[src/rtl/tdm_scan_mux.sv]
// tdm_scan_mux: registered N-to-1 mux with manual select and time-division auto-scan.
// Optional feature macro SCAN_MASK_EN adds a ch_mask port that restricts which channels are scanned.
module tdm_scan_mux #(
   parameter  int CHANNELS = 8,
   parameter  int WIDTH    = 1,
   parameter  int DWELL    = 4,
   localparam int SEL_W    = $clog2(CHANNELS)
) (
   input  logic                      clk,
   input  logic                      rst,
   input  logic                      en,
   input  logic                      mode,
   input  logic [SEL_W-1:0]          sel_in,
   input  logic [CHANNELS*WIDTH-1:0] ch_in,
`ifdef SCAN_MASK_EN
   input  logic [CHANNELS-1:0]       ch_mask,
`endif
   output logic [WIDTH-1:0]          dout,
   output logic                      dout_valid,
   output logic [SEL_W-1:0]          ch_id,
   output logic                      frame_start
);
   localparam int CW = (DWELL > 1) ? $clog2(DWELL) : 1;

   typedef enum logic [1:0] {IDLE, MANUAL, SCAN} state_t;

   state_t              r_state;
   state_t              w_state_nx;
   logic [SEL_W-1:0]    r_scan_ptr;
   logic [SEL_W-1:0]    w_ptr_nx;
   logic [SEL_W-1:0]    w_first;
   logic [SEL_W-1:0]    w_succ;
   logic [SEL_W-1:0]    w_sel;
   logic [SEL_W-1:0]    w_id_nx;
   logic [CW-1:0]       r_dwell_cnt;
   logic [CW-1:0]       w_cnt_nx;
   logic [CHANNELS-1:0] w_mask;
   logic [WIDTH-1:0]    w_data;
   logic [WIDTH-1:0]    w_dout_nx;
   logic                w_any;
   logic                w_sel_ok;
   logic                w_enter;
   logic                w_wrap;
   logic                w_valid_nx;
   logic                w_fs_nx;

`ifdef SCAN_MASK_EN
   assign w_mask = ch_mask;
`else
   assign w_mask = '1;
`endif

   // with no channel enabled the scan stalls instead of producing samples
   assign w_any    = |w_mask;
   assign w_sel_ok = int'(sel_in) < CHANNELS;
   assign w_enter  = r_state != SCAN;
   assign w_wrap   = r_dwell_cnt == CW'(DWELL - 1);
   assign w_sel    = mode ? w_ptr_nx : sel_in;

   // lowest enabled channel, and the next enabled channel above scan_ptr (wrapping to the lowest)
   always_comb begin
      w_first = '0;
      for (int k = CHANNELS - 1; k >= 0; k--)
         if (w_mask[k]) w_first = SEL_W'(k);
      w_succ = w_first;
      for (int k = CHANNELS - 1; k >= 0; k--)
         if (w_mask[k] && SEL_W'(k) > r_scan_ptr) w_succ = SEL_W'(k);
   end

   // scan position of the next sample: restart on entry, advance after the last dwell cycle
   always_comb begin
      w_ptr_nx = r_scan_ptr;
      w_cnt_nx = r_dwell_cnt;
      if (en && mode && w_any) begin
         w_ptr_nx = w_enter ? w_first : (w_wrap ? w_succ : r_scan_ptr);
         w_cnt_nx = (w_enter || w_wrap) ? '0 : r_dwell_cnt + 1'b1;
      end
   end

   // channel data mux driven by either the manual select or the upcoming scan position
   always_comb begin
      w_data = '0;
      for (int k = 0; k < CHANNELS; k++)
         if (w_sel == SEL_W'(k)) w_data = ch_in[k*WIDTH +: WIDTH];
   end

   // next state and next registered outputs; disabled cycles hold data but drop valid and frame pulse
   always_comb begin
      w_state_nx = r_state;
      w_dout_nx  = dout;
      w_id_nx    = ch_id;
      w_valid_nx = 1'b0;
      w_fs_nx    = 1'b0;
      if (en && !mode) begin
         w_state_nx = MANUAL;
         w_dout_nx  = w_sel_ok ? w_data : '0;
         w_id_nx    = w_sel_ok ? sel_in : ch_id;
         w_valid_nx = w_sel_ok;
      end else if (en) begin
         w_state_nx = SCAN;
         if (w_any) begin
            w_dout_nx  = w_data;
            w_id_nx    = w_ptr_nx;
            w_valid_nx = 1'b1;
            w_fs_nx    = (w_ptr_nx == w_first) && (w_cnt_nx == '0);
         end
      end
   end

   // state and output registers; reset overrides enable and mode
   always_ff @(posedge clk) begin
      if (rst) begin
         r_state     <= IDLE;
         r_scan_ptr  <= '0;
         r_dwell_cnt <= '0;
         dout        <= '0;
         dout_valid  <= 1'b0;
         ch_id       <= '0;
         frame_start <= 1'b0;
      end else begin
         r_state     <= w_state_nx;
         r_scan_ptr  <= w_ptr_nx;
         r_dwell_cnt <= w_cnt_nx;
         dout        <= w_dout_nx;
         dout_valid  <= w_valid_nx;
         ch_id       <= w_id_nx;
         frame_start <= w_fs_nx;
      end
   end
endmodule
[config.mk]
export PLATFORM = sky130hd
export DESIGN_NAME = tdm_scan_mux
export DESIGN_NICKNAME = d
export VERILOG_FILES = /design/src/rtl/tdm_scan_mux.sv
export SDC_FILE = /design/constraint.sdc
export NUM_CORES = 1
export LEC_CHECK = 0
export ABC_CLOCK_PERIOD_IN_PS = 4250
export CORE_MARGIN = 2
export CORE_UTILIZATION = 40
export CTS_BUF_LIST = sky130_fd_sc_hd__clkbuf_4
export CTS_CLUSTER_SIZE = 25
export DETAILED_ROUTE_END_ITERATION = 16
export GPL_TIMING_DRIVEN = 0
export PLACE_DENSITY_LB_ADDON = 0.1
export SYNTH_ARGS = -nofsm -noshare
export SYNTH_HDL_FRONTEND = slang
export SYNTH_SLANG_ARGS = --single-unit
[constraint.sdc]
create_clock -name clk -period 4.25 [get_ports clk]
set_input_delay 0.85 -clock clk [delete_from_list [all_inputs] [get_ports clk]]
set_output_delay 0.85 -clock clk [all_outputs]
set_load 0.05 [all_outputs]
* After elaboration in Yosys (flattened, before gate mapping)
Cells that the tools add are included.
** Word-level totals
- Register bits after elaboration :: 13
- Input bits :: 15
- Output and inout bits :: 6
- Logic and storage cells :: 68
** Cells by class
- Add/subtract/negate cells :: 1
- Reduce and logical (&&, ||, !) cells :: 11
- Bitwise operators :: 1
- Mux-type cells :: 30
- Eq/ne operators :: 9
- Order comparisons :: 8
** Operators with widths (number)
- $mux 3 :: 14
- $mux 1 :: 14
- $eq 3x3->1 const B :: 4
- $gt 3x3->1 const A :: 4
- $eq 3x2->1 const B :: 2
- $gt 1x3->1 const A :: 2
- $gt 2x3->1 const A :: 2
- $logic_not 3->1 :: 2
- $mux 2 :: 2
- $eq 3x1->1 const B :: 1
- $logic_and 1x1->1 :: 3
- $reduce_or 3->1 :: 1
- $add 2x1->2 const B :: 1
- $eq 2x2->1 const B :: 1
- $logic_not 2->1 :: 1
- $ne 2x2->1 const B :: 1
- $reduce_bool 2->1 :: 1
- $reduce_or 2->1 :: 1
- $logic_not 1->1 :: 1
- $logic_or 1x1->1 :: 1
- $not 1->1 :: 1

* Logic depth before layout (Yosys ltp)
- Word-level depth :: 24
- Mapped depth :: 9
- Mapped depth without buffers :: 8

* Worst setup path before layout
Ideal clock, no wire load.
- Path kind :: input to register
- From :: in mode
- To :: reg dout
- Data required time :: 4128 ps
- Arrival time :: 2302 ps
- Slack :: 1826 ps
- Path buffers :: 1
- Setup time :: 122 ps
- Stages on the path :: 7
- Cell sequence :: buf_6 nand2_2 nor2_1 or4_4 mux4_1 mux2i_1 a211oi_1
** Between the ends
- Longest elaborated chain between the ends :: 14
- Elaborated cells on any way between the ends :: 24
- Classes of those cells :: eq/ne (7); mux (12); reduce/logical (5)
** Ends and longest elaborated chain
- start: declaration :: line 12 : input logic mode,
- $logic_and 1x1->1 :: line 74 : if (en && mode && w_any) begin
- $mux 3 :: line 74
- $mux 3 :: line 58 : assign w_sel = mode ? w_ptr_nx : sel_in;
- $logic_not 3->1 :: line 84 : if (w_sel == SEL_W'(k)) w_data = ch_in[k*WIDTH +: WIDTH];
- $mux 1 (8 in series) :: line 84
- $mux 1 :: line 99 : end else if (en) begin
- $mux 1 :: line 94 : if (en && !mode) begin
- end signal: assignment :: line 124 : dout <= w_dout_nx;
- end: declaration :: line 18 : output logic [WIDTH-1:0] dout,
Several ways; a longest one is shown, not always the timed one. The select of a mux whose other input is x is not followed.
A chain may end at the register's enable or synchronous reset.

* Worst setup path after layout
- From :: in en
- To :: reg dout
** Between the ends
- Longest elaborated chain between the ends :: 14
- Elaborated cells on any way between the ends :: 23
- Classes of those cells :: eq/ne (7); mux (12); reduce/logical (4)
** Ends and longest elaborated chain
- start: declaration :: line 11 : input logic en,
- $logic_and 1x1->1 :: line 74
- $mux 3 :: line 74
- $mux 3 :: line 58
- $logic_not 3->1 :: line 84
- $mux 1 (8 in series) :: line 84
- $mux 1 :: line 99
- $mux 1 :: line 94
Several ways; a longest one is shown, not always the timed one. The select of a mux whose other input is x is not followed.

==> out/qor.yml <==
yosys:
  async_reset_ff_frac: 0
  synth-xor-area-share: 0
  mappedNetlistArea_um2: 796
  synth.avg_cell_area_um2: 8.74
  post_synth_mux_area_share: 0.0912
  ys_types: 30
  mappedNetlistNets: 110
  ys_seq_area_frac: 0.327
  synth_top_family_by_area: "simple AND/OR/NAND/NOR gates"
  postSynth.topFlopCell: "sky130_fd_sc_hd__dfxtp_1"
  yosys_register_bits: 13
  synth_largest_type_area_fraction: 0.327
  synth-compound-area-share: 0.179
  synth_simple_gate_area_frac: 0.242
  synth-adder-area-share: 0.0629
  synth_enable_flop_cells: 0
  postSynthCellCount: 91
  synth_area_leader_cell: "sky130_fd_sc_hd__dfxtp_1"
  yosysMostFrequentCell: "sky130_fd_sc_hd__nor2_1"
  synth.top_cells.by_count: "18 x sky130_fd_sc_hd__nor2_1, 13 x sky130_fd_sc_hd__dfxtp_1, 9 x sky130_fd_sc_hd__a21oi_1, 5 x sky130_fd_sc_hd__o21ai_0"
  yosysWarningCount: 0
  cells_taking_the_most_area_after_synthesis: "sky130_fd_sc_hd__dfxtp_1 33%, sky130_fd_sc_hd__nor2_1 8.5%, sky130_fd_sc_hd__mux4_1 6.6%, sky130_fd_sc_hd__ha_1 6.3%, sky130_fd_sc_hd__a21oi_1 5.7%"
floorplanning:
  start_util: 0.414
  coreArea_um2: 1920
  vertical_extent_of_the_die_um: 48.6
  io-pin-count: 21
  floorplan.die_area_um2: 2360
  die-width_um: 48.6
  rows: 16
global_routing:
  pin_count_of_the_biggest_net_entering_global_routing: 11
  global_route.overflow_total: 0
  grt_pass1_wl_um: 3070
  antenna_violations_before_repair: 0
  first_global_vias: 719
  globalRouteTotalUtil: 0.164
sta:
  worst-slew-pin-transition_ns: 0.497
  final_worst_path_cycle_share: 0.687
  fin_setup_tns_ns: 0
  post-route-worst-setup-slack_ns: 1.33
  min_period_ns: 2.92
  finalClockSkew_ns: 0.0113
  final_hold_viol_count: 0
  timing.fmax_ghz: 0.343
  worst_slew_margin_relative_to_its_limit: 0.666
  timing.final.setup_violations: 0
  fin_hold_ws_ns: 0.459
  rsz0062_at_grt: "false"
  timing.final.max_slew_violations: 0
pwr:
  worst_ir_drop_vdd_mv: 0.160
  power.leakage_uw: 0.000412
  power_density_nw_per_um2: 259
worst_setup_path:
  crit_required_ns: 4.43
  worstSetupEndpointType: "flop"
  critical_path_arrival_ns: 3.10
  start_kind: "input port"
  r2r.worst_path.cells: 9
  cp.buffers_inverters: 1
  worst_setup_path_category: "in2reg"
  crit_path_cell_trace: "clkdlybuf4s50_1, nand3_1, nor4_1, or4_4, mux4_1, mux2i_1, a211oi_1"
  slowest_stage: "sky130_fd_sc_hd__clkdlybuf4s50_1"
  crit_cells: 7
  crit_start: "en"
  critPathMaxFanout: 5
  slowest_delay_ns: 0.59
  timing.rr.start: "r_scan_ptr[0]$_SDFF_PP0_"
  critical_path.top_delay_family: "simple AND/OR/NAND/NOR gates"
layout:
  layout.nets: 135
  final_layout_size_suffix_gt1_frac: 0.130
  stdcell_count: 142
  diodes: 0
  layout_filler_cell_count: 203
  syn2layout_area_growth_pct: 33.2
status:
  outcome: "completed"
clock_network:
  clkLatencyLatePin_ns: 0.28
  post_cts_resize_count: 0
  tritoncts.num_buffers: 3
  cts.sinks: 13
  path_clk_slew_ns: 0.09
  hold_buffers: 0
  clock_tree_from_tritoncts: "yes"
  postCtsSetupBuffers: 0
  cts_root_buf: "sky130_fd_sc_hd__clkbuf_4"
  cts_max_level: 1
  clock_tree_buffer_depth: 2
flow_run:
  maxCapViolations: 0
placed_design:
  place_hpwl_um: 1300
  dpl.cell_count: 138
  place_ws_ns: 1.04
  place.gp.congestion: 0.807
  place.port_buffers: 20
routing:
  drc: 0
  vias_per_cell: 5.21
  dr_total_vias: 740
  detailedRoute.firstIterationViolations: 16
  drtAntennaViolNets: 0
  drt_pre_antenna_iters: 5
  routed_wirelength_um: 1710
  wire_per_inst_um: 12.0
hold_path:
  min_path_cells: 2
  timing.hold.worst.start: "r_dwell_cnt[1]$_SDFF_PP0_"
  path_type_of_the_worst_min_delay_path: "reg2reg"
## final cells by class
class	count	area [um^2]	share of cell area
multi-input combinational	69	458	0.432
sequential	13	260	0.246
clock buffer	4	30.0	0.0283
tap	27	33.8	0.0319
buffer	6	66.3	0.0626
timing repair buffer	20	200	0.189
inverter	3	11.3	0.0106
## stage by stage
| step | util | power (uW) | instance area, um^2 |
|---|---|---|---|
| floorplan | - | 167 | 796 |
| global placement | 0.536 | 192 | 1030 |
| detailed placement | 0.536 | 192 | 1030 |
| CTS | 0.551 | 281 | 1060 |
| global route | 0.551 | 292 | 1060 |
| finish | 0.551 | 275 | 1060 |
## sequential cells by signal, summed over array words and instances (netlist names)
signal and count:
dout_valid 1, r_state 2, dout 1, r_dwell_cnt 2, ch_id 3, r_scan_ptr 3
frame_start 1
## placed cells by master (no fill, tap or decap), types with 2 or more instances in the layout
cell type,Yosys,routed
sky130_fd_sc_hd__nand2_1,3,3
sky130_fd_sc_hd__clkdlybuf4s50_1,0,20
sky130_fd_sc_hd__inv_1,3,3
sky130_fd_sc_hd__nand3_1,2,2
sky130_fd_sc_hd__a21oi_1,9,9
sky130_fd_sc_hd__clkbuf_4,0,4
sky130_fd_sc_hd__mux4_1,2,2
sky130_fd_sc_hd__nor4_1,3,3
sky130_fd_sc_hd__nor3_1,2,2
sky130_fd_sc_hd__buf_6,4,4
sky130_fd_sc_hd__ha_1,4,4
sky130_fd_sc_hd__nor2_1,18,18
sky130_fd_sc_hd__dfxtp_1,13,13
sky130_fd_sc_hd__o21ai_0,5,5
sky130_fd_sc_hd__nand2b_1,2,2
sky130_fd_sc_hd__nand4_1,2,2
sky130_fd_sc_hd__a211oi_1,3,3
sky130_fd_sc_hd__mux2i_1,2,2
## worst register-to-register path, delay by kind of cell (launching register included)
kind / cells / cell delay [ns]
DFF: 1 / 0.34
buffers and inverters: 2 / 0.25
adders and majority gates: 1 / 0.23
muxes: 2 / 0.70
AOI/OAI and AO/OA: 2 / 0.17
and+or+nand+nor: 2 / 0.73
## routing by layer
metal	wire length, um	GRT usage
met5	0	0
met4	0	0.0619
met3	85	0.0309
met2	794	0.269
met1	829	0.213
## cells by family (layout without fill, tap and decap cells)
family	Yosys count	in the layout
buffers and inverters	9	33
adders and majority gates	4	4
and+or+nand+nor	38	38
muxes	4	4
DFF	13	13
AOI/OAI and AO/OA	23	23
## worst paths after layout
check                         endpoint  slack [ns]
max                  dout$_SDFFE_PP0P_        1.33
min          r_dwell_cnt[1]$_SDFF_PP0_        0.46
max reg2reg          dout$_SDFFE_PP0P_        1.72
min reg2reg  r_dwell_cnt[1]$_SDFF_PP0_        0.46
## where the power goes
group          switching, uW  total (uW)  internal (uW)
Combinational           30.1        60.4           30.3
Clock                   43.1        85.8           42.8
Sequential              2.25         129            126
Power figures use the tool's default switching activity.
